==> src/rtl/arcade_input_ctrl.sv <==
// Purpose: arcade input front end. Decodes PS/2 keys and HPS joysticks into per-player
//          control vectors, stretches coin pulses, and captures the game-select byte and DIP bank.
// Latency: joystick->ctl 1 cycle, PS/2 event->ctl/test 2 cycles, ioctl write->mod/dip 1 cycle,
//          download fall->dip_valid 1 cycle.
// Backpressure: none. Every input is sampled every cycle and nothing is ever stalled.
//
// Ports:
//   clk_sys                  system clock (only clock)
//   reset                    synchronous, active-high; clears key state, coin counters, ctl, test
//   ps2_key[10:0]            [10] toggles per event, [9] pressed, [8:0] scan code (bit 8 = extended)
//   joystick_0/1[15:0]       HPS joystick words; bits 0..7 = right,left,down,up,fire,start,fire2,coin
//   joy_merge                1: both players see joystick_0 | joystick_1
//   ioctl_*                  HPS download stream (mod / DIP capture)
//   ctl[8*PLAYERS-1:0]       per player {coin,start,fire2,fire,up,down,left,right}, active-high
//   test                     service/test key (T)
//   mod[7:0]                 game-select byte
//   dip[8*NUM_DIP-1:0]       DIP bank, byte n at [8n+7:8n]
//   dip_valid                DIP bank has been downloaded at least once
//
// Optional feature: define ARCADE_COIN_STRETCH_EN to hold each coin output high for at
// least COIN_PULSE cycles after a rising edge of the raw coin signal. Without it the coin
// bit simply follows the raw key/joystick coin.

module arcade_input_ctrl #(
    parameter int PLAYERS    = 2,
    parameter int NUM_DIP    = 8,
    parameter int COIN_PULSE = 120000,
    parameter int MOD_INDEX  = 1,
    parameter int DIP_INDEX  = 254
) (
    input  logic                   clk_sys,
    input  logic                   reset,
    input  logic [10:0]            ps2_key,
    input  logic [15:0]            joystick_0,
    input  logic [15:0]            joystick_1,
    input  logic                   joy_merge,
    input  logic                   ioctl_download,
    input  logic                   ioctl_wr,
    input  logic [7:0]             ioctl_index,
    input  logic [24:0]            ioctl_addr,
    input  logic [7:0]             ioctl_dout,
    output logic [8*PLAYERS-1:0]   ctl,
    output logic                   test,
    output logic [7:0]             mod,
    output logic [8*NUM_DIP-1:0]   dip,
    output logic                   dip_valid
);

    // ------------------------------------------------------------------
    // Physical key register indices. Each physical key keeps its own
    // state so that two keys sharing a function (Space/LCtrl, 1/F1, ...)
    // do not release each other.
    // ------------------------------------------------------------------
    localparam int K_P0_UP  = 0;
    localparam int K_P0_DN  = 1;
    localparam int K_P0_LF  = 2;
    localparam int K_P0_RT  = 3;
    localparam int K_SPACE  = 4;
    localparam int K_LCTRL  = 5;
    localparam int K_LALT   = 6;
    localparam int K_1      = 7;
    localparam int K_F1     = 8;
    localparam int K_5      = 9;
    localparam int K_R      = 10;
    localparam int K_F      = 11;
    localparam int K_D      = 12;
    localparam int K_G      = 13;
    localparam int K_A      = 14;
    localparam int K_S      = 15;
    localparam int K_2      = 16;
    localparam int K_F2     = 17;
    localparam int K_6      = 18;
    localparam int K_T      = 19;
    localparam int NK       = 20;

    logic [NK-1:0] keys;
    logic [NK-1:0] key_sel;
    logic          tog_q;
    logic          ps2_ev;

    assign ps2_ev = ps2_key[10] ^ tog_q;

    // One-hot decode of the scan code; unmapped codes select nothing.
    always_comb begin
        key_sel = '0;
        case (ps2_key[8:0])
            9'h175: key_sel[K_P0_UP] = 1'b1;
            9'h172: key_sel[K_P0_DN] = 1'b1;
            9'h16B: key_sel[K_P0_LF] = 1'b1;
            9'h174: key_sel[K_P0_RT] = 1'b1;
            9'h029: key_sel[K_SPACE] = 1'b1;
            9'h014: key_sel[K_LCTRL] = 1'b1;
            9'h011: key_sel[K_LALT]  = 1'b1;
            9'h016: key_sel[K_1]     = 1'b1;
            9'h005: key_sel[K_F1]    = 1'b1;
            9'h02E: key_sel[K_5]     = 1'b1;
            9'h02D: key_sel[K_R]     = 1'b1;
            9'h02B: key_sel[K_F]     = 1'b1;
            9'h023: key_sel[K_D]     = 1'b1;
            9'h034: key_sel[K_G]     = 1'b1;
            9'h01C: key_sel[K_A]     = 1'b1;
            9'h01B: key_sel[K_S]     = 1'b1;
            9'h01E: key_sel[K_2]     = 1'b1;
            9'h006: key_sel[K_F2]    = 1'b1;
            9'h036: key_sel[K_6]     = 1'b1;
            9'h02C: key_sel[K_T]     = 1'b1;
            default: key_sel = '0;
        endcase
    end

    // The toggle copy follows ps2_key[10] even during reset, so an event that
    // coincides with reset is swallowed instead of firing once reset drops.
    always_ff @(posedge clk_sys) begin
        tog_q <= ps2_key[10];
        if (reset) begin
            keys <= '0;
        end else if (ps2_ev) begin
            for (int i = 0; i < NK; i++) begin
                if (key_sel[i]) begin
                    keys[i] <= ps2_key[9];
                end
            end
        end
    end

    // ------------------------------------------------------------------
    // Per-player raw control vectors: keys ORed with the selected joystick.
    // Joystick bit order differs from ctl in the start/fire2 positions.
    // ------------------------------------------------------------------
    function automatic logic [7:0] joy_map(input logic [7:0] j);
        return {j[7], j[5], j[6], j[4], j[3], j[2], j[1], j[0]};
    endfunction

    logic [7:0] p_key [2];
    logic [7:0] raw   [PLAYERS];
    logic [7:0] joy_or;
    logic       unused_joy_hi;

    assign unused_joy_hi = ^{joystick_0[15:8], joystick_1[15:8]};
    assign joy_or        = joystick_0[7:0] | joystick_1[7:0];

    always_comb begin
        p_key[0] = {keys[K_5], keys[K_1] | keys[K_F1], keys[K_LALT],
                    keys[K_SPACE] | keys[K_LCTRL],
                    keys[K_P0_UP], keys[K_P0_DN], keys[K_P0_LF], keys[K_P0_RT]};
        p_key[1] = {keys[K_6], keys[K_2] | keys[K_F2], keys[K_S], keys[K_A],
                    keys[K_R], keys[K_F], keys[K_D], keys[K_G]};
    end

    always_comb begin
        for (int p = 0; p < PLAYERS; p++) begin
            if (joy_merge) begin
                raw[p] = p_key[p] | joy_map(joy_or);
            end else if (p == 0) begin
                raw[p] = p_key[p] | joy_map(joystick_0[7:0]);
            end else begin
                raw[p] = p_key[p] | joy_map(joystick_1[7:0]);
            end
        end
    end

    // ------------------------------------------------------------------
    // Coin conditioning
    // ------------------------------------------------------------------
    logic [PLAYERS-1:0] coin_out;

`ifdef ARCADE_COIN_STRETCH_EN
    localparam int CW = $clog2(COIN_PULSE + 1);

    for (genvar p = 0; p < PLAYERS; p++) begin : g_coin
        logic [CW-1:0] cnt_q;
        logic [CW-1:0] cnt_d;
        logic          raw_q;

        // Only an edge seen while idle arms the counter; later edges inside the
        // window do not extend it.
        always_comb begin
            cnt_d = cnt_q;
            if (raw[p][7] && !raw_q && (cnt_q == '0)) begin
                cnt_d = CW'(COIN_PULSE);
            end else if (cnt_q != '0) begin
                cnt_d = cnt_q - CW'(1);
            end
        end

        always_ff @(posedge clk_sys) begin
            if (reset) begin
                cnt_q <= '0;
                raw_q <= 1'b0;
            end else begin
                cnt_q <= cnt_d;
                raw_q <= raw[p][7];
            end
        end

        // Uses the next counter value so the registered coin is high for exactly
        // COIN_PULSE cycles from the edge.
        assign coin_out[p] = raw[p][7] | (cnt_d != '0);
    end
`else
    for (genvar p = 0; p < PLAYERS; p++) begin : g_coin
        assign coin_out[p] = raw[p][7];
    end
`endif

    // ------------------------------------------------------------------
    // Registered control outputs
    // ------------------------------------------------------------------
    logic [8*PLAYERS-1:0] ctl_q;
    logic                 test_q;

    always_ff @(posedge clk_sys) begin
        if (reset) begin
            ctl_q  <= '0;
            test_q <= 1'b0;
        end else begin
            for (int p = 0; p < PLAYERS; p++) begin
                ctl_q[8*p +: 8] <= {coin_out[p], raw[p][6:0]};
            end
            test_q <= keys[K_T];
        end
    end

    assign ctl  = ctl_q;
    assign test = test_q;

    // ------------------------------------------------------------------
    // Download capture. Deliberately not reset: the core sits in reset for the
    // whole download, and the captured values must survive it.
    // ------------------------------------------------------------------
    logic [7:0]           mod_q       = 8'h00;
    logic [8*NUM_DIP-1:0] dip_q       = '1;
    logic                 dip_valid_q = 1'b0;
    logic                 dl_q        = 1'b0;
    logic [7:0]           idx_q       = 8'h00;

    always_ff @(posedge clk_sys) begin
        dl_q <= ioctl_download;
        if (ioctl_download) begin
            idx_q <= ioctl_index;
        end

        if (dl_q && !ioctl_download && (idx_q == 8'(DIP_INDEX))) begin
            dip_valid_q <= 1'b1;
        end

        if (ioctl_wr && (ioctl_index == 8'(MOD_INDEX))) begin
            mod_q <= ioctl_dout;
        end

        // Full-width address compare: out-of-range addresses never alias.
        for (int n = 0; n < NUM_DIP; n++) begin
            if (ioctl_wr && (ioctl_index == 8'(DIP_INDEX)) && (ioctl_addr == 25'(n))) begin
                dip_q[8*n +: 8] <= ioctl_dout;
            end
        end
    end

    assign mod       = mod_q;
    assign dip       = dip_q;
    assign dip_valid = dip_valid_q;

endmodule

==> config.mk <==
export PLATFORM = sky130hd
export DESIGN_NAME = arcade_input_ctrl
export DESIGN_NICKNAME = d
export VERILOG_FILES = /design/src/rtl/arcade_input_ctrl.sv
export SDC_FILE = /design/constraint.sdc
export NUM_CORES = 1
export LEC_CHECK = 0
export ABC_AREA = 1
export ABC_CLOCK_PERIOD_IN_PS = 2000
export CAP_MARGIN = 20
export CORE_MARGIN = 10
export CORE_UTILIZATION = 40
export DETAILED_ROUTE_END_ITERATION = 7
export PLACE_DENSITY = 0.81
export RECOVER_POWER = 50
export SYNTH_ARGS = -nofsm -noshare
export SYNTH_HDL_FRONTEND = slang
export SYNTH_SLANG_ARGS = --single-unit
==> constraint.sdc <==
create_clock -name clk_sys -period 2 [get_ports clk_sys]
set_clock_uncertainty 0.1 [all_clocks]
set_input_delay 0.2 -clock clk_sys [delete_from_list [all_inputs] [get_ports clk_sys]]
set_output_delay 0.2 -clock clk_sys [all_outputs]
set_load 0.01 [all_outputs]
After elaboration in Yosys (flattened, before gate mapping)

Index checks and enable logic that the tools add are counted.

Equal/unequal tests: 29
Mux-type cells: 22
Bitwise logic cells: 9
Reduce and logical (&&, ||, !) cells: 31

Operators by type and width:

| operator              | number |
|---|---|
| $eq A25 B3 Y1 const B | 4 |
| $eq A9 B6 Y1 const B  | 8 |
| $eq A9 B5 Y1 const B  | 6 |
| $eq A25 B2 Y1 const B | 2 |
| $or A8 B8 Y8          | 5 |
| $reduce_and A2 Y1     | 20 |
| $eq A9 B9 Y1 const B  | 4 |
| $eq A25 B1 Y1 const B | 1 |
| $logic_not A25 Y1     | 1 |
| $mux W1               | 20 |
| $eq A9 B3 Y1 const B  | 2 |
| $mux W8               | 2 |
| $logic_and A1 B1 Y1   | 10 |
| $eq A8 B1 Y1 const B  | 1 |
| $eq A8 B8 Y1 const B  | 1 |
| $or A1 B1 Y1          | 3 |
| $xor A1 B1 Y1         | 1 |

Flip-flop bits (word level): 110
Input bits: 89
Output and inout port bits: 90
Word-level logic and storage cells: 123

Depth between registers and ports, before layout

Gate-level depths: netlist (run 1).

Word-level depth: 3
Gate-level depth with buffers: 8
Mapped depth without buffers: 7

Worst setup path after synthesis (run 1)

No wires, ideal clock.

Kind: in2reg
From: input ioctl_addr[5]
To: register dip_q[32] (netlist: dip[32]) (enable)
Setup time: 383 ps
Data arrival time: 1317 ps
Data required time: 1517 ps
Path slack: 199 ps
Stages: 4
Path buffers: 0
Path through: or2_1 -> nor2_4 -> nand3_2 -> nor3_1

Longest elaborated chain between the ends: 2

RTL lines:

| what                            | RTL line | source |
|---|---|---|
| from (decl)                     | 40       | `input logic [24:0] ioctl_addr,` |
| $eq A25 B3 Y1                   | 253      | `if (ioctl_wr && (ioctl_index == 8'(DIP_INDEX)) && (ioctl_addr == 25'(n))) begin` |
| $logic_and A1 B1 Y1             | 253      |  |
| to (signal, indexed assignment) | 254      | `dip_q[8*n +: 8] <= ioctl_dout;` |
| to (decl)                       | 232      | `logic [8*NUM_DIP-1:0] dip_q = '1;` |

No other way between the ends.
A chain may end at the register's enable or synchronous reset.

Worst setup path in the final report (run 1)

From: input ioctl_index[7]
To: register mod_q[1] (netlist: mod[1]) (enable)

Longest elaborated chain between the ends: 2

RTL lines:

| what                 | RTL line | source |
|---|---|---|
| from (decl)          | 39       | `input logic [7:0] ioctl_index,` |
| $eq A8 B1 Y1         | 247      | `if (ioctl_wr && (ioctl_index == 8'(MOD_INDEX))) begin` |
| $logic_and A1 B1 Y1  | 247      |  |
| to (signal assigned) | 248      | `mod_q <= ioctl_dout;` |
| to (decl)            | 231      | `logic [7:0] mod_q = 8'h00;` |

No other way between the ends.

==> impl_metrics.tcl, run 1 <==
set metrics [dict create \
    status "complete, no violations" \
    r2r_slack_ps 420 \
    slew_violations 0 \
    placed_area_um2 6000 \
    instances_no_fill 695 \
    ios 179 \
    hold_class "in2reg" \
    slew_headroom 0.573 \
    die_h_um 122 \
    clkTransAtPathRegs_ps 110 \
    grt.busiest_layer "met2" \
    yosys_warnings 0 \
    routed_wl_um 11400 \
    cts_resized 0 \
    r2r_cells 7 \
    grt_pass1_wl_um 16800 \
    pwr_density_cell_nw_per_um2 668 \
    cts.sinks 110 \
    synth_nets 466 \
    finalWorstSetupSlack_ps 323 \
    setup_tns_ps 0 \
    diodes 0 \
    setup_viol 0 \
    required_ps 1900 \
    drtPass1Iterations 4 \
    finalCriticalPeriod_ps 1680 \
    hold_viol 0 \
    track_usage 0.142 \
    grt_max_degree 23 \
    drc 0 \
    place_inst 679 \
    fin_crit_sh 0.838 \
    fp.coreArea_um2 10200 \
    crit_path_start_kind "input port" \
    via_per_inst 4.78 \
    routedWlPerCell_um 16.4 \
    via_count 3320 \
    drive_above_1_share 0.0877 \
    cts_tree "yes" \
    pre_cts_ws_ps 35.8 \
    die_w_um 122 \
    grt_pass1_vias 3252 \
    cts_root_buf "clkbuf_8" \
    final_area_um2 6160 \
    fill_cells 807 \
    rsz0062_at_grt "false" \
    fmax_mhz 596 \
    start_util 0.407 \
    clock_latency_ps 350 \
    r2r-start "tog_q" \
    fp.dieArea_um2 14900 \
    core.rowCount 37 \
    syn_area_um2 4170 \
    avgSynthCellArea_um2 11.0 \
    use_met3 0.0523 \
    postSynthCellCount 377 \
    cts_setup_buffers 0 \
    io_buffers 160 \
    final_cell_mix "clkdlybuf4s50_1, nor2_1, edfxtp_1" \
    seqCellArea_um2 2920 \
    grt_overflow_total 0 \
    maxCapViolCount 0 \
    cts_buffers 9 \
    ant_nets 0 \
    cts_htree_levels 3 \
    area_growth_pct 48.0 \
    vdd_drop_max_v 0.000488 \
    antenna_found_initial 0 \
    hold_buffers 0 \
    drtIter0Drc 209 \
    ys_types 26 \
    critPathArrivalTime_ps 1580 \
    worstSetupPathType "in2reg" \
    final_nets 643 \
    place_congestion 0.851 \
    tightestPinTransition_ps 640 \
    final_common_cell "clkdlybuf4s50_1" \
    multiInputGateArea_um2 1070 \
    regToRegEndpoint "keys[14]" \
    crit_start "ioctl_index[7]" \
    yosysSeqAreaShare 0.702 \
    grt_use_met2 0.250 \
    cp-endpoint "mod[1]" \
    ys_ff_latch 110 \
    dp_hpwl_um 9190 \
    met1_usage 0.158 \
    leakage_nw 2.27 \
    clockBufferDepth 2 \
    cp-end-kind "flip-flop" \
    crit_fanout 8 \
]
-- cells in the mapped netlist --
library cell / n / area (µm²)
and3_1: 1 / 6.26
nand3b_1: 2 / 15.0
a21oi_1: 34 / 170
nand4_1: 6 / 37.5
dfxtp_1: 38 / 761
nand3_1: 29 / 145
buf_6: 2 / 22.5
nor2_1: 74 / 278
clkbuf_1: 4 / 15.0
buf_2: 3 / 15.0
conb_1: 1 / 3.75
nor2_4: 7 / 78.8
buf_4: 1 / 7.51
nor4_1: 1 / 6.26
nand2_2: 1 / 6.26
nand2_1: 58 / 218
nor3_1: 5 / 25.0
inv_2: 2 / 7.51
clkinv_1: 1 / 3.75
nand2_4: 1 / 11.3
o21ai_0: 1 / 5.00
or2_1: 2 / 12.5
inv_1: 21 / 78.8
nand3_2: 3 / 30.0
edfxtp_1: 72 / 2160
nor2_2: 7 / 43.8
-- layer usage --
metal	up-vias	routed length, µm	part of all wire
li1	1624	-	-
met1	1535	4550	0.40
met2	147	5420	0.48
met3	14	1280	0.11
met4	0	137	0.012
met5	-	0	0
-- how the worst min path moves through the flow --
| stage | startpoint | endpoint | slack, ps | cells past startpoint |
|---|---|---|---|---|
| after CTS | ps2_key[10] | tog_q | 250 | 1 |
| after floorplan | ps2_key[10] | tog_q | 130 | 0 |
| after global placement | keys[19] | test | 320 | 2 |
| final | joystick_1[2] | ctl[2] | 320 | 3 |
| after global routing | joystick_0[3] | ctl[11] | 320 | 3 |
| after detailed placement | keys[19] | test | 330 | 2 |
-- sequential cells by signal (all words and copies together) (netlist names) --
name,flops
test,1
tog_q,1
dip,64
keys,20
ctl,16
mod,8
-- critical path, stage by stage --
cell	delay (ps)
clkdlybuf4s50_1	410
nor2_1	100
nand2_1	50
nor4_1	270
clkbuf_1	540
-- per-stage QoR --
stage / hold slack, ps / power [mW] / utilization
after floorplan: 128 / 2.62 / -
after global placement: 323 / 2.85 / 0.587
after detailed placement: 325 / 2.87 / 0.587
after CTS: 253 / 4.17 / 0.606
after global routing: 319 / 4.27 / 0.603
final: 317 / 4.12 / 0.603
-- report_power, final --
group	internal, mW	switching, mW
combinational	0.189	0.168
clock	0.506	0.814
sequential	2.44	0.00577
-- logic make-up after synthesis --
family                 synth area share
AO/OA/AOI/OAI                    0.0421
buffers and inverters            0.0360
flip-flops                        0.702
other                          0.000900
AND/OR/NAND/NOR                   0.219
-- layout make-up --
type / instances / area share
sequential: 110 / 0.474
clock buffer: 9 / 0.0201
timing repair buffer: 176 / 0.278
tap: 136 / 0.0276
multi-input combinational: 233 / 0.173
inverter: 24 / 0.0146
clock inverter: 7 / 0.0124
Power figures use the tool's default switching activity.
==> inputs of run 2 (changes only) <==
--- a/config.mk
+++ b/config.mk
@@ -6,10 +6,10 @@
 export NUM_CORES = 1
 export LEC_CHECK = 0
 export ABC_AREA = 1
-export ABC_CLOCK_PERIOD_IN_PS = 2000
+export ABC_CLOCK_PERIOD_IN_PS = 1500
 export CAP_MARGIN = 20
 export CORE_MARGIN = 10
-export CORE_UTILIZATION = 40
+export CORE_UTILIZATION = 38
 export DETAILED_ROUTE_END_ITERATION = 7
 export PLACE_DENSITY = 0.81
 export RECOVER_POWER = 50
==> constraint.sdc (replaced) <==
create_clock -name clk_sys -period 1.5 [get_ports clk_sys]
set_clock_uncertainty 0.1 [all_clocks]
set_input_delay 0.15 -clock clk_sys [delete_from_list [all_inputs] [get_ports clk_sys]]
set_output_delay 0.15 -clock clk_sys [all_outputs]
set_load 0.01 [all_outputs]
==> run 2 against run 1 <==
  * The run now ends with negative setup slack left
  * Utilization is 2.1 points lower
  * Final cell count rose by 1.0%
  * Total power up 35%
  * Clock-buffer cell count unchanged
  * Global-route usage increased by 0.83 points
  * Clock power grew 38%
  * Register-to-register slack lost 250 ps
  * Flip-flop and latch count unchanged
  * Critical path depth is 2 higher
  * Hold slack got worse by 63 ps
  * Final area increased by 1.8%
  * Wire length grew 6.7%
==> impl_metrics.tcl, run 2 (same netlist as run 1, synthesis figures left out) <==
set metrics [dict create \
    status "finished, violations left" \
    violations "negative setup slack" \
    io_buffers 160 \
    clock_latency_ps 370 \
    area_growth_pct 50.6 \
    fp.coreArea_um2 10800 \
    crit_path_start_kind "input port" \
    cp-end-kind "flip-flop" \
    drive_above_1_share 0.110 \
    instances_no_fill 702 \
    rsz0062_at_grt "true" \
    maxCapViolCount 0 \
    routed_wl_um 12100 \
    drtIter0Drc 193 \
    crit_slowest_cell "clkdlybuf4s50_1" \
    pwr_density_cell_nw_per_um2 888 \
    crit_fanout 8 \
    cts_buffers 9 \
    cts_tree "yes" \
    ant_nets 0 \
    met1_usage 0.180 \
    grt.busiest_layer "met2" \
    cts_root_buf "clkbuf_8" \
    dp_hpwl_um 9490 \
    use_met3 0.0515 \
    hold_class "in2reg" \
    finalWorstSetupSlack_ps -17.0 \
    slew_headroom 0.539 \
    setup_viol 8 \
    finalCriticalPeriod_ps 1520 \
    ios 179 \
    start_util 0.386 \
    cts_htree_levels 3 \
    fp.dieArea_um2 15500 \
    final_cell_mix "dlygate4sd2_1, nor2_1, edfxtp_1" \
    grt_pass1_vias 3503 \
    fmax_mhz 659 \
    routedWlPerCell_um 17.3 \
    clockBufferDepth 2 \
    required_ps 1500 \
    grt_pass1_wl_um 19200 \
    fin_crit_sh 1.01 \
    largest_reg_flops 64 \
    vdd_drop_max_v 0.000474 \
    place_congestion 0.909 \
    hold_viol 0 \
    tightestPinTransition_ps 690 \
    diodes 0 \
    drc 0 \
    setup_tns_ps -94.5 \
    track_usage 0.150 \
    worstSetupPathType "in2reg" \
    antenna_found_initial 0 \
    die_h_um 125 \
    cp_cell_sequence "clkdlybuf4s50_1 > nor2_1 > nand2_1 > nor2_4 > nand3_4 > nor3_4 > buf_6" \
    core.rowCount 38 \
    clkTransAtPathRegs_ps 110 \
    via_per_inst 4.83 \
    grt_max_degree 24 \
    final_nets 646 \
    drtPass1Iterations 5 \
    via_count 3388 \
    die_w_um 125 \
    place_inst 686 \
    leakage_nw 2.60 \
    max_stage_delay_ps 400 \
    cts.sinks 110 \
    critPathArrivalTime_ps 1510 \
    cts_setup_buffers 0 \
    final_common_cell "dlygate4sd2_1" \
    grt_overflow_total 0 \
    grt_use_met2 0.254 \
    slew_violations 0 \
]
==> run 2: cell count changes in the layout (fill, tap and decap cells not counted), moves of 4 or more <==
| cell | change |
|---|---|
| dlygate4sd2_1 | +86 |
| clkdlybuf4s50_1 | -84 |
| dlygate4sd3_1 | -18 |
| dlymetal6s2s_1 | +13 |
| buf_6 | +6 |
| nor2_4 | +6 |
| buf_4 | -5 |
| nor3_1 | -4 |
| nor3_4 | +4 |
==> run 2: worst max-delay path, delay by kind of cell <==
family	cells	cell delay [ps]
buffers and inverters	2	560
AND/OR/NAND/NOR	5	800
==> run 2: through the flow <==
step	utilization	area (µm²)	worst slack (ps)	power, mW	hold slack (ps)
3_5_place_dp	0.562	6060	-453	3.85	330
2_1_floorplan	-	4190	-36.5	3.50	77.7
3_3_place_gp	0.562	6060	-384	3.83	328
6_report	0.581	6270	-17.0	5.57	255
5_1_grt	0.581	6270	-66.6	5.81	258
4_1_cts	0.573	6180	0.0620	5.62	166
==> run 2: layout make-up <==
cell class                 instances  area [µm²]
fill                             869        4520
sequential                       110        2920
timing repair buffer             179        1700
multi-input combinational        233        1170
tap                              140         175
clock buffer                       9         124
clock inverter                     7        91.3
inverter                          24        90.1
==> run 2: path summary, 6_finish.rpt <==
check | to | startpoint | cells after the start | slack, ps
worst max-delay path | dip[41] | ioctl_addr[7] | 7 | -20
worst min-delay path | ctl[5] | joystick_1[6] | 3 | 250
worst max register to register | keys[13] | tog_q | 7 | 170
worst min register to register | test | keys[19] | 2 | 350
==> run 2: what timing repair did <==
| item | CTS | global route |
|---|---|---|
| resized for setup | 89 | 31 |
| pin swaps | 0 | 22 |
| hold buffers | 0 | 0 |
| cloned | 0 | 0 |
| endpoints found under the setup margin | 118 | 56 |
==> run 2: where the power goes <==
| group | internal [mW] | switching (mW) |
|---|---|---|
| Combinational | 0.252 | 0.246 |
| Sequential | 3.25 | 0.00725 |
| Clock | 0.686 | 1.13 |
==> run 2: routing by layer <==
metal / vias to the layer above / part of all wire
met5: - / 0
met4: 0 / 0.0080
met3: 13 / 0.098
met2: 179 / 0.49
met1: 1563 / 0.40
li1: 1633 / -
